<file path="src/rtl/servant_wb_mux_n.sv">
// rtl/servant_wb_mux_n.sv - Wishbone 1:N decoder/mux between the SERV data bus and NS slaves (optional timeout: SERVANT_WB_MUX_TIMEOUT_EN)
module servant_wb_mux_n #(
    parameter int NS      = 4,
    parameter int SEL_W   = 2,
    parameter int SEL_LSB = 30,
    parameter int TO_W    = 4
) (
    input  logic             i_clk,
    input  logic             i_rst,
    input  logic [31:0]      i_wb_cpu_adr,
    input  logic [31:0]      i_wb_cpu_dat,
    input  logic [3:0]       i_wb_cpu_sel,
    input  logic             i_wb_cpu_we,
    input  logic             i_wb_cpu_cyc,
    output logic [31:0]      o_wb_cpu_rdt,
    output logic             o_wb_cpu_ack,
    output logic             o_wb_cpu_err,
    output logic [NS*32-1:0] o_wb_s_adr,
    output logic [NS*32-1:0] o_wb_s_dat,
    output logic [NS*4-1:0]  o_wb_s_sel,
    output logic [NS-1:0]    o_wb_s_we,
    output logic [NS-1:0]    o_wb_s_cyc,
    input  logic [NS*32-1:0] i_wb_s_rdt,
    input  logic [NS-1:0]    i_wb_s_ack
);

    localparam logic [1:0] S_IDLE = 2'd0;
    localparam logic [1:0] S_BUSY = 2'd1;
    localparam logic [1:0] S_DONE = 2'd2;

    logic [1:0]       state;
    logic [SEL_W-1:0] idx;
    logic [SEL_W-1:0] adr_idx;
    logic             adr_mapped;
    logic             sel_ack;
    logic [31:0]      sel_rdt;
    logic             to_hit;

    assign adr_idx    = i_wb_cpu_adr[SEL_LSB+SEL_W-1:SEL_LSB];
    assign adr_mapped = (int'(adr_idx) < NS);

    // Request fields are broadcast; only cyc qualifies which slave acts on them.
    assign o_wb_s_adr = {NS{i_wb_cpu_adr}};
    assign o_wb_s_dat = {NS{i_wb_cpu_dat}};
    assign o_wb_s_sel = {NS{i_wb_cpu_sel}};
    assign o_wb_s_we  = {NS{i_wb_cpu_we}};

    // Select the latched slave's ack and read data; all other slaves are ignored.
    always_comb begin
        sel_ack = 1'b0;
        sel_rdt = 32'h0;
        for (int i = 0; i < NS; i++) begin
            if (idx == i[SEL_W-1:0]) begin
                sel_ack = i_wb_s_ack[i];
                sel_rdt = i_wb_s_rdt[i*32 +: 32];
            end
        end
    end

    // One-hot slave cyc in BUSY only; reset kills it in the same cycle it is sampled.
    always_comb begin
        o_wb_s_cyc = '0;
        for (int i = 0; i < NS; i++) begin
            o_wb_s_cyc[i] = !i_rst && (state == S_BUSY) &&
                            (idx == i[SEL_W-1:0]) && i_wb_cpu_cyc;
        end
    end

`ifdef SERVANT_WB_MUX_TIMEOUT_EN
    logic [TO_W-1:0] to_cnt;
    logic [TO_W-1:0] to_nxt;

    assign to_nxt = to_cnt + {{(TO_W-1){1'b0}}, 1'b1};
    // Expire on the BUSY cycle whose increment would reach the all-ones count.
    assign to_hit = &to_nxt;

    // Count BUSY cycles without an ack; cleared everywhere else.
    always_ff @(posedge i_clk) begin
        if (i_rst) begin
            to_cnt <= '0;
        end else if (state == S_BUSY && i_wb_cpu_cyc && !sel_ack) begin
            to_cnt <= to_nxt;
        end else begin
            to_cnt <= '0;
        end
    end
`else
    assign to_hit = 1'b0;
`endif

    // Transaction FSM with registered ack/err/rdt towards the CPU.
    always_ff @(posedge i_clk) begin
        if (i_rst) begin
            state        <= S_IDLE;
            idx          <= '0;
            o_wb_cpu_ack <= 1'b0;
            o_wb_cpu_err <= 1'b0;
            o_wb_cpu_rdt <= 32'h0;
        end else begin
            o_wb_cpu_ack <= 1'b0;
            o_wb_cpu_err <= 1'b0;
            case (state)
                S_IDLE: begin
                    if (i_wb_cpu_cyc) begin
                        idx <= adr_idx;
                        if (adr_mapped) begin
                            state <= S_BUSY;
                        end else begin
                            state        <= S_DONE;
                            o_wb_cpu_ack <= 1'b1;
                            o_wb_cpu_err <= 1'b1;
                            o_wb_cpu_rdt <= 32'h0;
                        end
                    end
                end
                S_BUSY: begin
                    if (!i_wb_cpu_cyc) begin
                        state <= S_IDLE;
                    end else if (sel_ack) begin
                        state        <= S_DONE;
                        o_wb_cpu_ack <= 1'b1;
                        o_wb_cpu_rdt <= sel_rdt;
                    end else if (to_hit) begin
                        state        <= S_DONE;
                        o_wb_cpu_ack <= 1'b1;
                        o_wb_cpu_err <= 1'b1;
                        o_wb_cpu_rdt <= 32'h0;
                    end
                end
                // DONE absorbs the cycle in which the CPU still holds cyc after the ack.
                S_DONE: state <= S_IDLE;
                default: state <= S_IDLE;
            endcase
        end
    end

endmodule

</file>
<file path="config.mk">
export PLATFORM = sky130hd
export DESIGN_NAME = servant_wb_mux_n
export DESIGN_NICKNAME = d
export VERILOG_FILES = /design/src/rtl/servant_wb_mux_n.sv
export SDC_FILE = /design/constraint.sdc
export NUM_CORES = 1
export LEC_CHECK = 0
export ABC_AREA = 1
export BUFFER_PORTS_ARGS = -buffer_cell sky130_fd_sc_hd__buf_4
export CAP_MARGIN = 25
export CORE_AREA = 5 5 198 200
export DETAILED_ROUTE_END_ITERATION = 8
export DIE_AREA = 0 0 203 205
export GPL_TIMING_DRIVEN = 0
export PLACE_DENSITY = 0.32
export SLEW_MARGIN = 10
export SYNTH_ARGS = -nofsm -noshare
export SYNTH_HDL_FRONTEND = slang
export SYNTH_SLANG_ARGS = --single-unit
</file>
<file path="constraint.sdc">
create_clock -name i_clk -period 1.42 [get_ports i_clk]
set_input_delay 0.071 -clock i_clk [delete_from_list [all_inputs] [get_ports i_clk]]
set_output_delay 0.071 -clock i_clk [all_outputs]
set_load 0.05 [all_outputs]
</file>
### Yosys cells after proc, flatten, opt, wreduce, memory -nomap -nowiden

Cells that the tools add are included.

| storage, ports and cells | value |
|---|---|
| output and inout port bits | 314 |
| word-level logic and storage cells | 41 |
| flip-flop bits (word level) | 37 |
| memories kept | 0 |
| RAM bits | 0 |
| bits in read-only memories | 0 |
| bits in latches | 0 |

| operators by class | value |
|---|---|
| multiply operators | 0 |
| eq/ne operators | 6 |
| muxes and demuxes | 13 |
| add/sub/neg operators | 0 |
| shift operators | 0 |
| magnitude comparators | 0 |
| div/mod/pow operators | 0 |
| reduce and logical (&&, ||, !) cells | 16 |
| bitwise logic cells | 2 |

Operators with widths:

| operator | number |
|---|---|
| 2-to-1 mux 32 bit | 4 |
| logical AND 1 bit | 9 |
| 2-to-1 mux 2 bit | 3 |
| 2-to-1 mux 1 bit | 5 |
| == test 2 x 1 -> 1 bit (second input constant) | 2 |
| == test 2 bit (second input constant) | 2 |
| zero test 2 bit | 2 |
| one-hot mux 2 bit (2 select lines) | 1 |
| AND reduction 2 bit | 2 |
| inequality test 3 bit (second input constant) | 1 |
| AND reduction 3 bit | 1 |
| OR reduction 3 bit | 1 |
| inequality test 2 bit (second input constant) | 1 |
| NOT 1 bit | 2 |
| zero test 1 bit | 1 |

### Longest topological paths before layout

| logic depth | value |
|---|---|
| word-level depth | 8 |
| mapped depth | 9 |
| mapped depth without buffers | 7 |

### Least setup slack after synthesis

OpenSTA, ideal clock, no wires.

| timing | value |
|---|---|
| path kind | reg2out |
| start | reg state[0] |
| end | out o_wb_s_cyc[0] |
| buffers on the path | 0 |
| path slack | -399 ps |
| required time | 1349 ps |
| arrival time | 1748 ps |
| cell stages (with the launch flop) | 5 |
| cells stage by stage | dfxtp_1 -> nand2_1 -> nor2_1 -> nand2_1 -> nor3_1 |

| between the ends | value |
|---|---|
| word-level cells in the longest chain between the ends | 4 |

Ends and longest elaborated chain:

| element | line | RTL |
|---|---|---|
| start: declaration | 31 | `logic [1:0] state;` |
| start signal: assignment | 94 | `state <= S_IDLE;` |
| start signal: assignment | 107 | `state <= S_BUSY;` |
| start signal: assignment | 109 | `state <= S_DONE;` |
| == test 2 x 1 -> 1 bit | 64 | `o_wb_s_cyc[i] = !i_rst && (state == S_BUSY) &&` |
| logical AND 1 bit (2 in series) | 64 |  |
| logical AND 1 bit | 65 | `(idx == i[SEL_W-1:0]) && i_wb_cpu_cyc;` |
| end: declaration | 22 | `output logic [NS-1:0] o_wb_s_cyc,` |

Every way passes these cells.

### Worst setup path in the final report

| timing | value |
|---|---|
| start | reg idx[0] |
| end | reg o_wb_cpu_rdt[8] |

| between the ends | value |
|---|---|
| word-level cells in the longest chain between the ends | 6 |

Ends and longest elaborated chain:

| element | line | RTL |
|---|---|---|
| start: declaration | 32 | `logic [SEL_W-1:0] idx;` |
| start signal: assignment | 105 | `idx <= adr_idx;` |
| zero test 2 bit | 53 | `if (idx == i[SEL_W-1:0]) begin` |
| 2-to-1 mux 1 bit (4 in series) | 53 |  |
| AND reduction 3 bit (no line) | -- |  |
| end signal: assignment | 122 | `o_wb_cpu_rdt <= sel_rdt;` |
| end: declaration | 15 | `output logic [31:0] o_wb_cpu_rdt,` |

Several ways; a longest one is shown, not always the timed one.
A chain may end at the register's enable or synchronous reset.

==> reports/metrics.csv <==
metric,value,unit
status,"finished, violations left",
violated checks,negative setup slack,
Antenna diodes,0,
post-DR vias/cell,3.30,
Detail Placement HPWL,21.4,mm
H-tree Lvls,2,
period utilization,102,%
cells after synthesis,648,
GPL Wtd Cong,0.730,
final instance area,9050,um2
Fin. Hold Viols,0,
Max Cap Viol,0,
vias in the first global route,5540,
critical-path cell with the highest stage delay,dfxtp_4,
number of port buffers,449,
RSZ-0062 raised after global routing,yes,
overall die area,41600,um2
number of buffers created by CTS,5,
via count,5298,
All-Layer GR Usage,11.2,%
DR WL/cell,15.8,um
DP Worst Slack,-0.660,ns
I/O Pins,518,
largest net degree at the start of global routing,13,
share of layout cells above drive strength 1,73.9,%
Sink Count,37,
P_leak,4.91,nW
worst endpoint required time,1.61,ns
synthesized area,4290,um2
DRT iter0 DRCs,106,
fmax,690,MHz
worst stage delay on the critical path,0.44,ns
Design Power,6.16,mW
yosys warns,0,
clock tree buffer depth,2,
total gr overflow,0,
Slew @ Worst Pin,0.696,ns
CP Max Fanout,8,
Slew Limit Fails,0,
Layout area overhead,111,%
Rel. slew slack,53.6,%
Placed Area,8250,um2
"Clk pin slew, worst setup/hold paths",0.06,ns
Clock Root Buffer,clkbuf_16,
initial antenna violation count,0,
ANT nets after route,0,
Setup CP Type,flop to flop,
ys async rst share,0,%
crit end category,flop,
"EDFF count, synth",0,
CTS tree,done,
Post-synth top flop,dfxtp_1,
Pwr Density,681,nW/um2
post-route minimum period,1.45,ns
peak supply drop,0.351,mV
Synth cell types,21,
Hold Crit Class,input pin to flop,
Die Span X,203,um
Cell Count Post-Placement,1571,
CP Cell Sequence,nand2_4 -> or2_4 -> nand3_4 -> nor2_4 -> buf_12 -> buf_12 -> nand2_1 -> nand2_1,
Worst-Skew Late Latency,0.29,ns
crit path DAT,1.64,ns
first-pass GRT wire length,35.4,mm
Cell Rows,71,
Core Area,37200,um2
DRC,0,
Final WS setup,-0.0291,ns
Final nets,1335,
#FFs+latches synth,37,
DRT Pass-1 Iters,4,
Startpoint Class,flop,
routed wire length,25.4,mm
"Setup violations, final",28,
initial cell density of the core,11.5,%
fin cells,1606,
"Avg Cell Area, Syn",6.61,um2
Die H,205,um
Syn Nets,852,
"Seq/Total Area, Yosys",17.3,%
skew final,0.00527,ns
[per-layer routing]
metal / track usage (%) / part of all wire (%)
met1: 11.8 / 37
met2: 21.8 / 54
met3: 4.29 / 9.0
met4: 1.45 / 0.52
met5: 0 / 0
[synth_stat cells, types with 2 or more instances]
cell / instances / area, um2
o21ai_0: 3 / 15.0
a21oi_1: 2 / 10.0
nand4_1: 33 / 206
nor2_1: 27 / 101
buf_6: 4 / 45.0
inv_1: 16 / 60.1
nor2_4: 2 / 22.5
nand2_1: 196 / 736
buf_4: 279 / 2090
dfxtp_1: 37 / 741
buf_2: 8 / 40.0
nand3_1: 23 / 115
clkbuf_1: 8 / 30.0
nor3_1: 3 / 15.0
[critical path, delay by kind of cell, from the launching register on]
kind	cells	cell delay [ns]
AND/OR/NAND/NOR	6	0.62
flip-flops	1	0.44
buffers and inverters	2	0.28
[through the flow]
stage	setup TNS (ns)	utilization, %	hold WS, ns
floorplan	-1.20	-	0.143
global placement	-18.49	22.2	0.276
detailed placement	-18.74	22.2	0.279
CTS	-0.589	23.8	0.0235
global route	-2.30	24.3	0.0681
finish	-0.448	24.3	0.0466
[layout make-up]
cell class / instances / area (um2)
plain buffers: 297 / 2330
flip-flops and latches: 37 / 749
clock inverters: 3 / 17.5
well taps: 474 / 593
inverters: 17 / 72.6
repair buffers: 478 / 3700
clock buffers: 5 / 125
multi-input cells: 295 / 1460
fillers: 4232 / 28200
[kinds of logic (layout without fill, tap and decap cells)]
family,after synthesis,after routing,share of synthesized area (%)
AOI/OAI and AO/OA,5,5,0.584
buffers and inverters,316,800,53.1
DFF,37,37,17.3
other,1,1,0.0875
and+or+nand+nor,289,289,29.0
[timing repair]
item	CTS	global route
setup buffers	18	6
gates cloned	3	1
resized for setup	70	45
hold endpoints to repair	1	0
pin swaps	12	18
setup endpoints to repair	38	36
hold buffers	1	0
[power by group]
part / total, mW / internal [mW] / switching (mW)
registers: 1.12 / 1.08 / 0.0398
clock network: 1.16 / 0.646 / 0.510
logic: 3.89 / 1.54 / 2.35
total: 6.16 / 3.27 / 2.89
[cells in the final DEF, fill, tap and decap left out, types with 2 or more instances in the layout]
cell and n:
buf_6 8, nor2_2 6, clkbuf_4 2, dfxtp_1 34, clkinvlp_4 2, clkinv_2 2
nand2_1 168, buf_12 7, dfxtp_4 2, nand3_4 2, nor2_4 6, clkbuf_1 3
nand2_4 6, nand2_2 23, nor2_1 18, inv_1 13, a21oi_1 2, o21ai_0 2
nor3_2 2, nand3_2 3, nand3_1 20, buf_4 747, buf_8 2, nand4_1 33
clkbuf_16 8
[path summary, 6_finish.rpt]
kind,from,endpoint,slack (ns),cells after the start
setup / recovery,idx[0]$_SDFFE_PP0P_,o_wb_cpu_rdt[8]$_SDFFE_PP0P_,-0.03,8
setup reg to reg,idx[0]$_SDFFE_PP0P_,o_wb_cpu_rdt[8]$_SDFFE_PP0P_,-0.03,8
hold / removal,i_wb_cpu_cyc,state[0]$_SDFFE_PP0P_,0.05,3
hold reg to reg,o_wb_cpu_rdt[26]$_SDFFE_PP0P_,o_wb_cpu_rdt[26]$_SDFFE_PP0P_,0.47,2
[registers in the layout, indices dropped and copies added, names as in the netlist]
| name | cells |
|---|---|
| idx | 2 |
| o_wb_cpu_ack | 1 |
| o_wb_cpu_rdt | 32 |
| state | 2 |
No activity file was read; power rests on OpenSTA's default activity.
